===== src/rtl/pwm_fade_ctrl_if.sv =====
// Fade controller bus: start/stop/loop_en control in, PWM duty and status out.
// Pure wiring, no latency.
// No backpressure: all signals are levels or single-cycle pulses.
interface pwm_fade_ctrl_if;
  logic       start;
  logic       stop;
  logic       loop_en;
  logic [7:0] duty;
  logic       pwm_rst;
  logic       busy;
  logic       done;
  logic [7:0] cycles;

  modport master (
    output start, stop, loop_en,
    input  duty, pwm_rst, busy, done, cycles
  );

  modport slave (
    input  start, stop, loop_en,
    output duty, pwm_rst, busy, done, cycles
  );
endinterface


===== src/rtl/pwm_fade_ctrl.sv =====
// Breathing-LED fade sequencer: ramps a PWM duty 0->255->0 in STEP increments.
// Latency: one clk from start/stop to registered outputs; duty moves every TICK_DIV clks.
// No backpressure: start is ignored while busy; stop always wins and aborts to idle.
module pwm_fade_ctrl #(
  parameter int TICK_DIV   = 27000000,
  parameter int STEP       = 10,
  parameter int HOLD_TICKS = 2
) (
  input  logic          clk,
  input  logic          rst,
  pwm_fade_ctrl_if.slave bus
);

  localparam int TW = (TICK_DIV > 1) ? $clog2(TICK_DIV) : 1;
  localparam int HW = $clog2(HOLD_TICKS + 1);

  typedef enum logic [2:0] {
    S_IDLE,
    S_UP,
    S_HOLD_HI,
    S_DOWN,
    S_HOLD_LO
  } state_t;

  state_t        state_q;
  logic [TW-1:0] tick_q;
  logic [HW-1:0] hold_q;
  logic [7:0]    duty_q;
  logic [7:0]    cycles_q;
  logic          pwm_rst_q;
  logic          busy_q;
  logic          done_q;

  logic          tick_d;
  logic          hold_last_d;
  logic [8:0]    up_sum_d;
  logic [7:0]    up_duty_d;
  logic [7:0]    dn_duty_d;

  // Step strobe and saturated next-duty values for both ramp directions.
  always_comb begin
    tick_d      = (tick_q == TW'(TICK_DIV - 1));
    hold_last_d = (hold_q == HW'(HOLD_TICKS - 1));
    up_sum_d    = {1'b0, duty_q} + 9'(STEP);
    up_duty_d   = up_sum_d[8] ? 8'hFF : up_sum_d[7:0];
    dn_duty_d   = (duty_q > 8'(STEP)) ? (duty_q - 8'(STEP)) : 8'h00;
  end

  // Fade FSM with all outputs registered; stop has priority over any step.
  always_ff @(posedge clk or posedge rst) begin
    if (rst) begin
      state_q   <= S_IDLE;
      tick_q    <= '0;
      hold_q    <= '0;
      duty_q    <= 8'h00;
      cycles_q  <= 8'h00;
      pwm_rst_q <= 1'b0;
      busy_q    <= 1'b0;
      done_q    <= 1'b0;
    end else begin
      pwm_rst_q <= 1'b0;
      done_q    <= 1'b0;
      if (state_q == S_IDLE) begin
        tick_q <= '0;
        hold_q <= '0;
        if (bus.start && !bus.stop) begin
          state_q <= S_UP;
          busy_q  <= 1'b1;
        end
      end else if (bus.stop) begin
        state_q   <= S_IDLE;
        busy_q    <= 1'b0;
        tick_q    <= '0;
        hold_q    <= '0;
        duty_q    <= 8'h00;
        pwm_rst_q <= (duty_q != 8'h00);
      end else begin
        tick_q <= tick_d ? '0 : tick_q + 1'b1;
        if (tick_d) begin
          case (state_q)
            S_UP: begin
              duty_q    <= up_duty_d;
              pwm_rst_q <= (up_duty_d != duty_q);
              if (up_duty_d == 8'hFF) begin
                state_q <= S_HOLD_HI;
                hold_q  <= '0;
              end
            end
            S_HOLD_HI, S_HOLD_LO: begin
              if (hold_last_d) begin
                hold_q  <= '0;
                state_q <= (state_q == S_HOLD_HI) ? S_DOWN : S_UP;
              end else begin
                hold_q <= hold_q + 1'b1;
              end
            end
            S_DOWN: begin
              duty_q    <= dn_duty_d;
              pwm_rst_q <= (dn_duty_d != duty_q);
              if (dn_duty_d == 8'h00) begin
                cycles_q <= cycles_q + 8'd1;
                if (bus.loop_en) begin
                  state_q <= S_HOLD_LO;
                  hold_q  <= '0;
                end else begin
                  state_q <= S_IDLE;
                  busy_q  <= 1'b0;
                  done_q  <= 1'b1;
                end
              end
            end
            default: begin
              state_q <= S_IDLE;
              busy_q  <= 1'b0;
            end
          endcase
        end
      end
    end
  end

  assign bus.duty    = duty_q;
  assign bus.pwm_rst = pwm_rst_q;
  assign bus.busy    = busy_q;
  assign bus.done    = done_q;
  assign bus.cycles  = cycles_q;

endmodule


===== src/flat_wrapper.sv =====
// flat-port wrapper written by rule: the top's interface ports become plain ports
module pwm_fade_ctrl_flat 
#(
  parameter int TICK_DIV   = 27000000,
  parameter int STEP       = 10,
  parameter int HOLD_TICKS = 2
)
  (clk, rst, bus_start, bus_stop, bus_loop_en, bus_duty, bus_pwm_rst, bus_busy, bus_done, bus_cycles);
  pwm_fade_ctrl_if bus_i ();
  input  logic clk;
  input  logic rst;
  input wire logic [$bits(bus_i.start)-1:0] bus_start;
  input wire logic [$bits(bus_i.stop)-1:0] bus_stop;
  input wire logic [$bits(bus_i.loop_en)-1:0] bus_loop_en;
  output wire logic [$bits(bus_i.duty)-1:0] bus_duty;
  output wire logic [$bits(bus_i.pwm_rst)-1:0] bus_pwm_rst;
  output wire logic [$bits(bus_i.busy)-1:0] bus_busy;
  output wire logic [$bits(bus_i.done)-1:0] bus_done;
  output wire logic [$bits(bus_i.cycles)-1:0] bus_cycles;
  assign bus_i.start = bus_start;
  assign bus_i.stop = bus_stop;
  assign bus_i.loop_en = bus_loop_en;
  assign bus_duty = bus_i.duty;
  assign bus_pwm_rst = bus_i.pwm_rst;
  assign bus_busy = bus_i.busy;
  assign bus_done = bus_i.done;
  assign bus_cycles = bus_i.cycles;
  pwm_fade_ctrl #(.TICK_DIV(TICK_DIV), .STEP(STEP), .HOLD_TICKS(HOLD_TICKS)) u_core (.clk(clk), .rst(rst), .bus(bus_i));
endmodule

===== config.mk =====
export PLATFORM = sky130hd
export DESIGN_NAME = pwm_fade_ctrl_flat
export DESIGN_NICKNAME = d
export VERILOG_FILES = /design/src/rtl/pwm_fade_ctrl_if.sv /design/src/rtl/pwm_fade_ctrl.sv /design/src/flat_wrapper.sv
export SDC_FILE = /design/constraint.sdc
export NUM_CORES = 1
export LEC_CHECK = 0
export CAP_MARGIN = 10
export CORE_MARGIN = 10
export CORE_UTILIZATION = 50
export CTS_CLUSTER_DIAMETER = 200
export CTS_CLUSTER_SIZE = 14
export DETAILED_ROUTE_END_ITERATION = 7
export HOLD_SLACK_MARGIN = 0.02
export PLACE_DENSITY = 0.75
export SLEW_MARGIN = 10
export SYNTH_ARGS = -nofsm -noshare
export SYNTH_HDL_FRONTEND = slang
export SYNTH_SLANG_ARGS = --single-unit

===== constraint.sdc =====
create_clock -name clk -period 2.7 [get_ports clk]
set_input_delay 0.54 -clock clk [delete_from_list [all_inputs] [get_ports clk]]
set_output_delay 0.54 -clock clk [all_outputs]
set_load 0.05 [all_outputs]

After elaboration in Yosys (flattened, before gate mapping). Cells that the tools add are included.

Mux-type cells: 43. Equal/unequal tests: 16. Bitwise operators: 2. Order comparisons: 1. Reductions and logical operators: 16. Add/subtract/negate cells: 5.

Operators by type and width (number): 2-to-1 mux 25 bit (3); 2-to-1 mux 8 bit (4); adder 25 x 1 -> 25 bit, second input constant (1); equality test 25 bit, second input constant (1); 2-to-1 mux 3 bit (8); AND reduction 5 bit (4); 2-to-1 mux 2 bit (8); inequality test 8 bit (2); case mux 8 bit (2 select lines) (1); 2-to-1 mux 1 bit (15); inequality test 4 x 2 -> 1 bit, second input constant (3); adder 8 x 4 -> 9 bit, second input constant (1); case mux 3 bit (3 select lines) (1); adder 8 x 1 -> 8 bit, second input constant (1); equality test 8 bit, second input constant (1); greater-than comparator 8 x 4 -> 1 bit, second input constant (1); logical NOT 8 bit (1); inequality test 4 x 3 -> 1 bit, second input constant (2); nonzero test 8 bit (1); subtractor 8 x 4 -> 8 bit, second input constant (1); equality test 3 x 2 -> 1 bit, second input constant (2); case mux 2 bit (3 select lines) (1); nonzero test 3 bit (2); nonzero test 5 bit (1); 15 further kinds (17).

Input bits: 5. Flip-flop bits (word level): 49. Output and inout bits: 19.

Logic depth before layout (Yosys ltp). Gate-level depths: netlist (run 1).

Word-level depth: 8. Gate-level depth with buffers: 9. Gate-level depth less buffers: 8.

Worst setup path after synthesis (run 1). OpenSTA, ideal clock, no wires.

Path kind: register -> register. From: reg u_core.duty_q[1] (netlist: u_core.bus.duty[1]). To: reg u_core.hold_q[0]. Buffers on the path: 1. Arrival: 2.794 ns. Clock period less this slack: 2.919 ns. Cell stages (with the launch flop): 10. Path slack: -0.219 ns. Setup time: 0.125 ns. Cell sequence: dfrtp_1 buf_4 inv_1 ha_1 and3b_1 a32oi_1 a2111oi_4 nor2_2 or4_4 mux2_4.

Cells in the longest elaborated chain, start to end: 5. Elaborated cells on any way between the ends: 10. Those cells by class: add/sub (2); order compare (1); eq/ne (3); mux (2); reduce/logical (2).

Ends and longest elaborated chain: start, declared (RTL line pwm_fade_ctrl.sv:28) `logic [7:0] duty_q;`; start signal, assigned (RTL line pwm_fade_ctrl.sv:82) `duty_q <= up_duty_d;`; start signal, assigned (RTL line pwm_fade_ctrl.sv:98) `duty_q <= dn_duty_d;`; adder 8 x 4 -> 9 bit, or another cell as far along (RTL line pwm_fade_ctrl.sv:44) `up_sum_d = {1'b0, duty_q} + 9'(STEP);`; 2-to-1 mux 8 bit (on tied branches) (RTL line pwm_fade_ctrl.sv:45, pwm_fade_ctrl.sv:46); equality test 8 bit / logical NOT 8 bit (equally long branches) (RTL line pwm_fade_ctrl.sv:84, pwm_fade_ctrl.sv:100); inequality test 4 x 2 -> 1 bit (no source line); AND reduction 5 bit (no source line) *; end signal, assigned (RTL line pwm_fade_ctrl.sv:94) `hold_q <= hold_q + 1'b1;`; end, declared (RTL line pwm_fade_ctrl.sv:27) `logic [HW-1:0] hold_q;`.

Mark *: on every way between the ends. The rest lies on a longest branch, timed or not. A chain may end at the register's enable or synchronous reset.

Final worst setup path (run 1). Ends and elaborated chain as after synthesis.

==> impl_metrics.py, run 1 <==
metrics = {
    "outcome": {
        "status": "completed",
    },
    "timing": {
        "finalMaxSlewViolations": 0,
        "setup_viol": 0,
        "tns_ps": 0,
        "slew_headroom_pct": 45.12,
        "setup_slack_ps": 107.1,
        "hold_viol": 0,
        "fmax_ghz": 0.3857,
        "tightest_slew_ps": 817.7,
        "post-route-min-period_ps": 2593,
        "rsz0062_at_grt": "no",
        "skew_ps": 8.318,
        "period_share_pct": 96.03,
    },
    "synthesis": {
        "synth.yosys.seq_area_share_pct": 41.07,
        "synth-main-ff-cell": "dfrtp_1",
        "synth_commonest_cells": "dfrtp_1 (49), nor2_1 (41), nand2_1 (33), o21ai_0 (23), xor2_1 (23)",
        "synth_area_leader_cell": "dfrtp_1",
        "ys_warn_count": 0,
        "syn_avg_cell_area_um2": 8.938,
        "synth.area.top_cells": "dfrtp_1 (41%), xor2_1 (6.7%), nor2_1 (5.2%)",
        "synth.most_common_cell": "dfrtp_1",
        "synth_edf_count": 0,
        "yosysTopAreaCellShare_pct": 41.07,
        "ys_ff_latch": 49,
        "synth_cells": 334,
        "ys_types": 61,
        "syn-num-nets": 343,
        "async_flop_share_pct": 100.0,
        "netlist_area_mm2": 0.002985,
    },
    "detailed_routing": {
        "vias": 2607,
        "ant_nets": 0,
        "drt_iter0_drc": 115,
        "drc_errors": 0,
        "wl_mm": 6.996,
        "wl_per_cell_um": 15.90,
        "dr.pass1.iters": 5,
        "vias_per_cell": 5.925,
    },
    "critical_path": {
        "worstSetupPathType": "reg2reg",
        "crit_family": "simple AND/OR/NAND/NOR gates",
        "worst_setup_path_end_kind": "flop",
        "slowest_delay_ps": 560,
        "rrSetupSlack_ps": 110,
        "worstSetupStartpointType": "flop",
        "cp_num_cells": 8,
        "slowest_stage": "or4_4",
        "cp_num_buf_inv": 1,
        "worstPathArrival_ps": 2780,
        "cp_cell_sequence": "inv_1 -> ha_4 -> and4b_1 -> a211oi_1 -> a2111oi_4 -> nor2_2 -> or4_4 -> mux2_4",
        "r2r_cells": 8,
        "cp_max_fo": 7,
        "rr_startpoint": "u_core.bus.duty[1]",
        "timing.rr.end": "u_core.hold_q[0]",
        "required_ps": 2890,
    },
    "floorplanning": {
        "placementRows": 28,
        "die_y_um": 97.27,
        "die_x_um": 97.27,
        "coreArea_mm2": 0.005851,
        "die-area_mm2": 0.009461,
        "initial_core_util_pct": 51.03,
        "ios": 24,
    },
    "placement": {
        "hpwl_mm": 4.951,
        "place_area_mm2": 0.003339,
        "portBuffers": 23,
        "place_ws_ps": 84.85,
        "globalplace.congestion": 0.9204,
    },
    "clock_network": {
        "postCtsHoldBufs": 0,
        "clkTransAtPathRegs_ps": 90,
        "cts-root-buf": "clkbuf_8",
        "cts_inserted_buffers": 5,
        "clock_sinks": 49,
        "clock_path_buffers": 2,
        "cts_tree": "done",
        "clkLatencyLatePin_ps": 300,
        "htreeDepth": 2,
    },
    "layout": {
        "drive_gt1_share_pct": 11.78,
        "diodes": 0,
        "final_nets": 373,
        "final_area_mm2": 0.003448,
        "area_delta_synth_final_pct": 15.51,
    },
    "power": {
        "clockPowerShare_pct": 24.6,
        "p_comb_share_pct": 27.8,
        "p_sw_share_pct": 34.54,
        "p_int_w": 0.001148,
        "ir_drop_uv": 276.5,
        "power_density_mw_per_mm2": 508.4,
        "switchingPower_w": 0.0006056,
        "finalPower_w": 0.001753,
        "power_leakage_nw": 1.448,
        "power_frac_seq_pct": 47.6,
    },
    "worst_hold_path": {
        "hold_class": "reg2reg",
        "hp-start": "u_core.bus.cycles[7]",
        "min_to": "u_core.bus.cycles[7]",
        "min_path_cells": 1,
    },
    "global_route": {
        "grt_overflow": 0,
        "grt_util_all_layers_pct": 13.95,
        "grt_max_degree": 50,
        "antenna_found_initial": 0,
        "grt.busiest_layer": "met2",
        "grt_pass1_vias": 2336,
        "grt_first_pass_wirelength_mm": 11.46,
        "global_route.usage.met1_pct": 18.92,
        "grt.met3_usage_pct": 3.414,
        "met2_usage_pct": 21.45,
    },
    "run": {
        "maxCapViolations": 0,
    },
}
==> logic make-up (layout without fill, tap and decap cells) <==
| family | after synthesis | count (layout) | synth area share (%) |
|---|---|---|---|
| compound gates | 65 | 65 | 14.92 |
| flops | 49 | 49 | 41.07 |
| buf+inv | 29 | 60 | 4.317 |
| xor+xnor | 32 | 32 | 9.388 |
| simple gates | 152 | 152 | 27.41 |
| fa+ha+maj | 4 | 4 | 1.677 |
| mux | 3 | 3 | 1.215 |
==> per-layer routing <==
metal,wire length [µm],share of wire [%],vias up
li1,-,-,1250
met1,3270,47,1270
met2,3286,47,81
met3,381,5.4,6
met4,57,0.81,0
met5,0,0,-
==> how the worst max path moves through the flow <==
stage / start / to
6_report: u_core.bus.duty[1] / u_core.hold_q[0]
5_1_grt: u_core.bus.duty[1] / u_core.hold_q[0]
4_1_cts: u_core.bus.duty[2] / u_core.hold_q[0]
3_5_place_dp: bus_stop / u_core.hold_q[0]
3_3_place_gp: bus_stop / u_core.hold_q[0]
2_1_floorplan: u_core.bus.duty[1] / u_core.hold_q[0]
==> registers in the layout (all words and copies together) (netlist names) <==
name	flops
u_core.bus.duty	8
u_core.bus.done	1
u_core.state_q	3
u_core.tick_q	25
u_core.bus.pwm_rst	1
u_core.bus.busy	1
u_core.hold_q	2
u_core.bus.cycles	8
==> per-stage QoR <==
stage / utilization (%) / hold slack (ps) / instances
finish: 58.94 / 496.2 / 440
global route: 58.94 / 507.7 / 440
CTS: 58.51 / 502.2 / 438
detailed placement: 57.08 / 485.0 / 430
global placement: 57.08 / 457.8 / 430
floorplan: - / 457.7 / 334
==> timing repair <==
item / CTS / global route
endpoints found under the setup margin: 0 / 1
buffers inserted: 0 / 2
gates resized for setup: 0 / 1
==> area by class of cell <==
type                       count  area (µm²)
clock inverter                 1       7.507
fill                         489        2402
tap                           75       93.84
timing repair buffer          39       350.3
multi-input combinational    256        1643
inverter                      13       48.80
sequential                    49        1229
clock buffer                   7       76.32
==> cell usage in the layout (no fill, tap or decap), types with 3 or more instances in the layout <==
master / instances
o21ai_0: 23
ha_1: 3
nor3_1: 9
a21oi_1: 11
inv_1: 12
nand4_1: 7
nand3_1: 17
and4_1: 3
clkdlybuf4s50_1: 23
o211ai_1: 3
clkbuf_8: 5
nor2_1: 41
dfrtp_1: 47
and4bb_2: 3
nor4_1: 6
nand2_1: 33
xnor2_1: 9
and3_1: 8
o31ai_1: 5
xor2_1: 23
or3_1: 5
buf_4: 16
==> power groups by stage <==
| stage | clock network [W] | registers (W) | logic [W] |
|---|---|---|---|
| floorplan | 0 | 0.000846 | 0.000340 |
| global placement | 0 | 0.000845 | 0.000476 |
| detailed placement | 0 | 0.000846 | 0.000481 |
| CTS | 0.000442 | 0.000834 | 0.000484 |
| global route | 0.000469 | 0.000840 | 0.000529 |
| finish | 0.000431 | 0.000835 | 0.000488 |
Note: power is estimated with default switching activity, not from simulation.
==> run 2, diff against run 1 <==
--- a/config.mk
+++ b/config.mk
@@ -13,6 +13,7 @@
 export DETAILED_ROUTE_END_ITERATION = 7
 export HOLD_SLACK_MARGIN = 0.02
 export PLACE_DENSITY = 0.75
+export RECOVER_POWER = 50
 export SLEW_MARGIN = 10
 export SYNTH_ARGS = -nofsm -noshare
 export SYNTH_HDL_FRONTEND = slang
==> impl_metrics.py, run 2 (synthesis gave the netlist of run 1 again) <==
metrics = {
    "detailed_routing": {
        "vias_per_cell": 5.970,
        "wl_per_cell_um": 15.84,
        "drt_iter0_drc": 127,
        "wl_mm": 6.969,
        "drc_errors": 0,
        "dr.pass1.iters": 5,
        "ant_nets": 0,
        "vias": 2627,
    },
    "critical_path": {
        "required_ps": 2890,
        "worstPathArrival_ps": 2770,
        "worstSetupStartpointType": "flop",
        "cp_max_fo": 7,
        "worst_setup_path_end_kind": "flop",
        "worstSetupPathType": "reg2reg",
    },
    "clock_network": {
        "htreeDepth": 2,
        "postCtsHoldBufs": 0,
        "cts_tree": "done",
        "clkTransAtPathRegs_ps": 90,
        "clkLatencyLatePin_ps": 300,
        "clock_sinks": 49,
        "clock_path_buffers": 2,
        "cts-root-buf": "clkbuf_8",
        "cts_inserted_buffers": 5,
    },
    "global_route": {
        "grt_util_all_layers_pct": 13.95,
        "grt_pass1_vias": 2336,
        "grt_first_pass_wirelength_mm": 11.46,
        "grt_max_degree": 50,
        "grt_overflow": 0,
        "antenna_found_initial": 0,
    },
    "timing": {
        "post-route-min-period_ps": 2578,
        "hold_viol": 0,
        "rsz0062_at_grt": "no",
        "tightest_slew_ps": 1195,
        "hold-worst-slack_ps": 495.5,
        "finalMaxSlewViolations": 0,
        "tns_ps": 0,
        "fmax_ghz": 0.3878,
        "setup_viol": 0,
        "period_share_pct": 95.50,
        "slew_headroom_pct": 20.35,
        "skew_ps": 6.005,
    },
    "floorplanning": {
        "coreArea_mm2": 0.005851,
        "placementRows": 28,
        "initial_core_util_pct": 51.03,
        "ios": 24,
        "die_x_um": 97.27,
        "die-area_mm2": 0.009461,
        "die_y_um": 97.27,
    },
    "outcome": {
        "status": "completed",
    },
    "power": {
        "ir_drop_uv": 276.7,
        "power_leakage_nw": 1.433,
        "finalPower_w": 0.001743,
        "power_density_mw_per_mm2": 508.9,
    },
    "layout": {
        "largest_reg_flops": 25,
        "final_nets": 373,
        "drive_gt1_share_pct": 10.96,
        "post-route-util_pct": 58.55,
        "largest-register": "u_core.tick_q",
        "diodes": 0,
        "final_cell_mix": "dfrtp_1 (47), nor2_1 (41), nand2_1 (33)",
        "area_delta_synth_final_pct": 14.75,
        "final_common_cell": "dfrtp_1",
    },
    "placement": {
        "hpwl_mm": 4.951,
        "globalplace.congestion": 0.9204,
        "portBuffers": 23,
    },
    "run": {
        "maxCapViolations": 0,
    },
    "worst_hold_path": {
        "hold_class": "reg2reg",
    },
}
## run 2: cell count changes in the layout (fill, tap and decap cells not counted), sizes merged
cell           delta
clkinv            +1
clkdlybuf4s50     -1
buf               -1
inv               -1
dlygate4sd3       +1
clkbuf            +1
## run 2: per-layer routing
layer | global-route usage [%] | share of wire [%] | vias up
li1 | - | - | 1246
met4 | 3.915 | 1.3 | 0
met3 | 3.414 | 6.4 | 12
met2 | 21.45 | 47 | 94
met5 | 0 | 0 | -
met1 | 18.92 | 46 | 1275
## run 2: cell type report
class | count | area (µm²)
Inverter | 13 | 48.80
Timing Repair Buffer | 39 | 347.8
Sequential cell | 49 | 1229
Multi-Input combinational cell | 256 | 1623
Fill cell | 492 | 2425
Tap cell | 75 | 93.84
Clock inverter | 1 | 7.507
Clock buffer | 7 | 76.32
## run 2: timing repair
action | in CTS | in global routing
buffers inserted | 0 | 2
gates resized for setup | 0 | 1
setup endpoints to repair | 0 | 1
## run 2: critical path, stage by stage (launching register included)
cell and delay (ps):
dfrtp_2 450, inv_1 120, ha_4 190, and4b_1 210, a211oi_1 80, a2111oi_4 460
nor2_2 90, or4_4 560, mux2_4 310
## run 2: worst paths after layout
path	from	end	slack (ps)	depth (start not counted)
min in group asynchronous	rst	u_core.tick_q[8]	1070	3
worst min register to register	u_core.bus.cycles[7]	u_core.bus.cycles[7]	500	1
worst max-delay path	u_core.bus.duty[1]	u_core.hold_q[0]	120	8
worst max register to register	u_core.bus.duty[1]	u_core.hold_q[0]	120	8
worst min-delay path	u_core.bus.cycles[7]	u_core.bus.cycles[7]	500	1
max in group asynchronous	rst	u_core.bus.duty[1]	830	3
## run 2: per-stage QoR
| step | setup WS, ps | instances | cell area, µm² |
|---|---|---|---|
| 5_1_grt | 24.71 | 440 | 3426 |
| 4_1_cts | 92.54 | 438 | 3423 |
| 6_report | 121.6 | 440 | 3426 |
| 3_5_place_dp | 84.85 | 430 | 3339 |
| 3_3_place_gp | 195.9 | 430 | 3339 |
| 2_1_floorplan | 48.41 | 334 | 2994 |
## run 2: report_power, final
group,switching (W),internal [W]
sequential,0.0000588,0.000776
combinational,0.000295,0.000183
clock,0.000247,0.000184
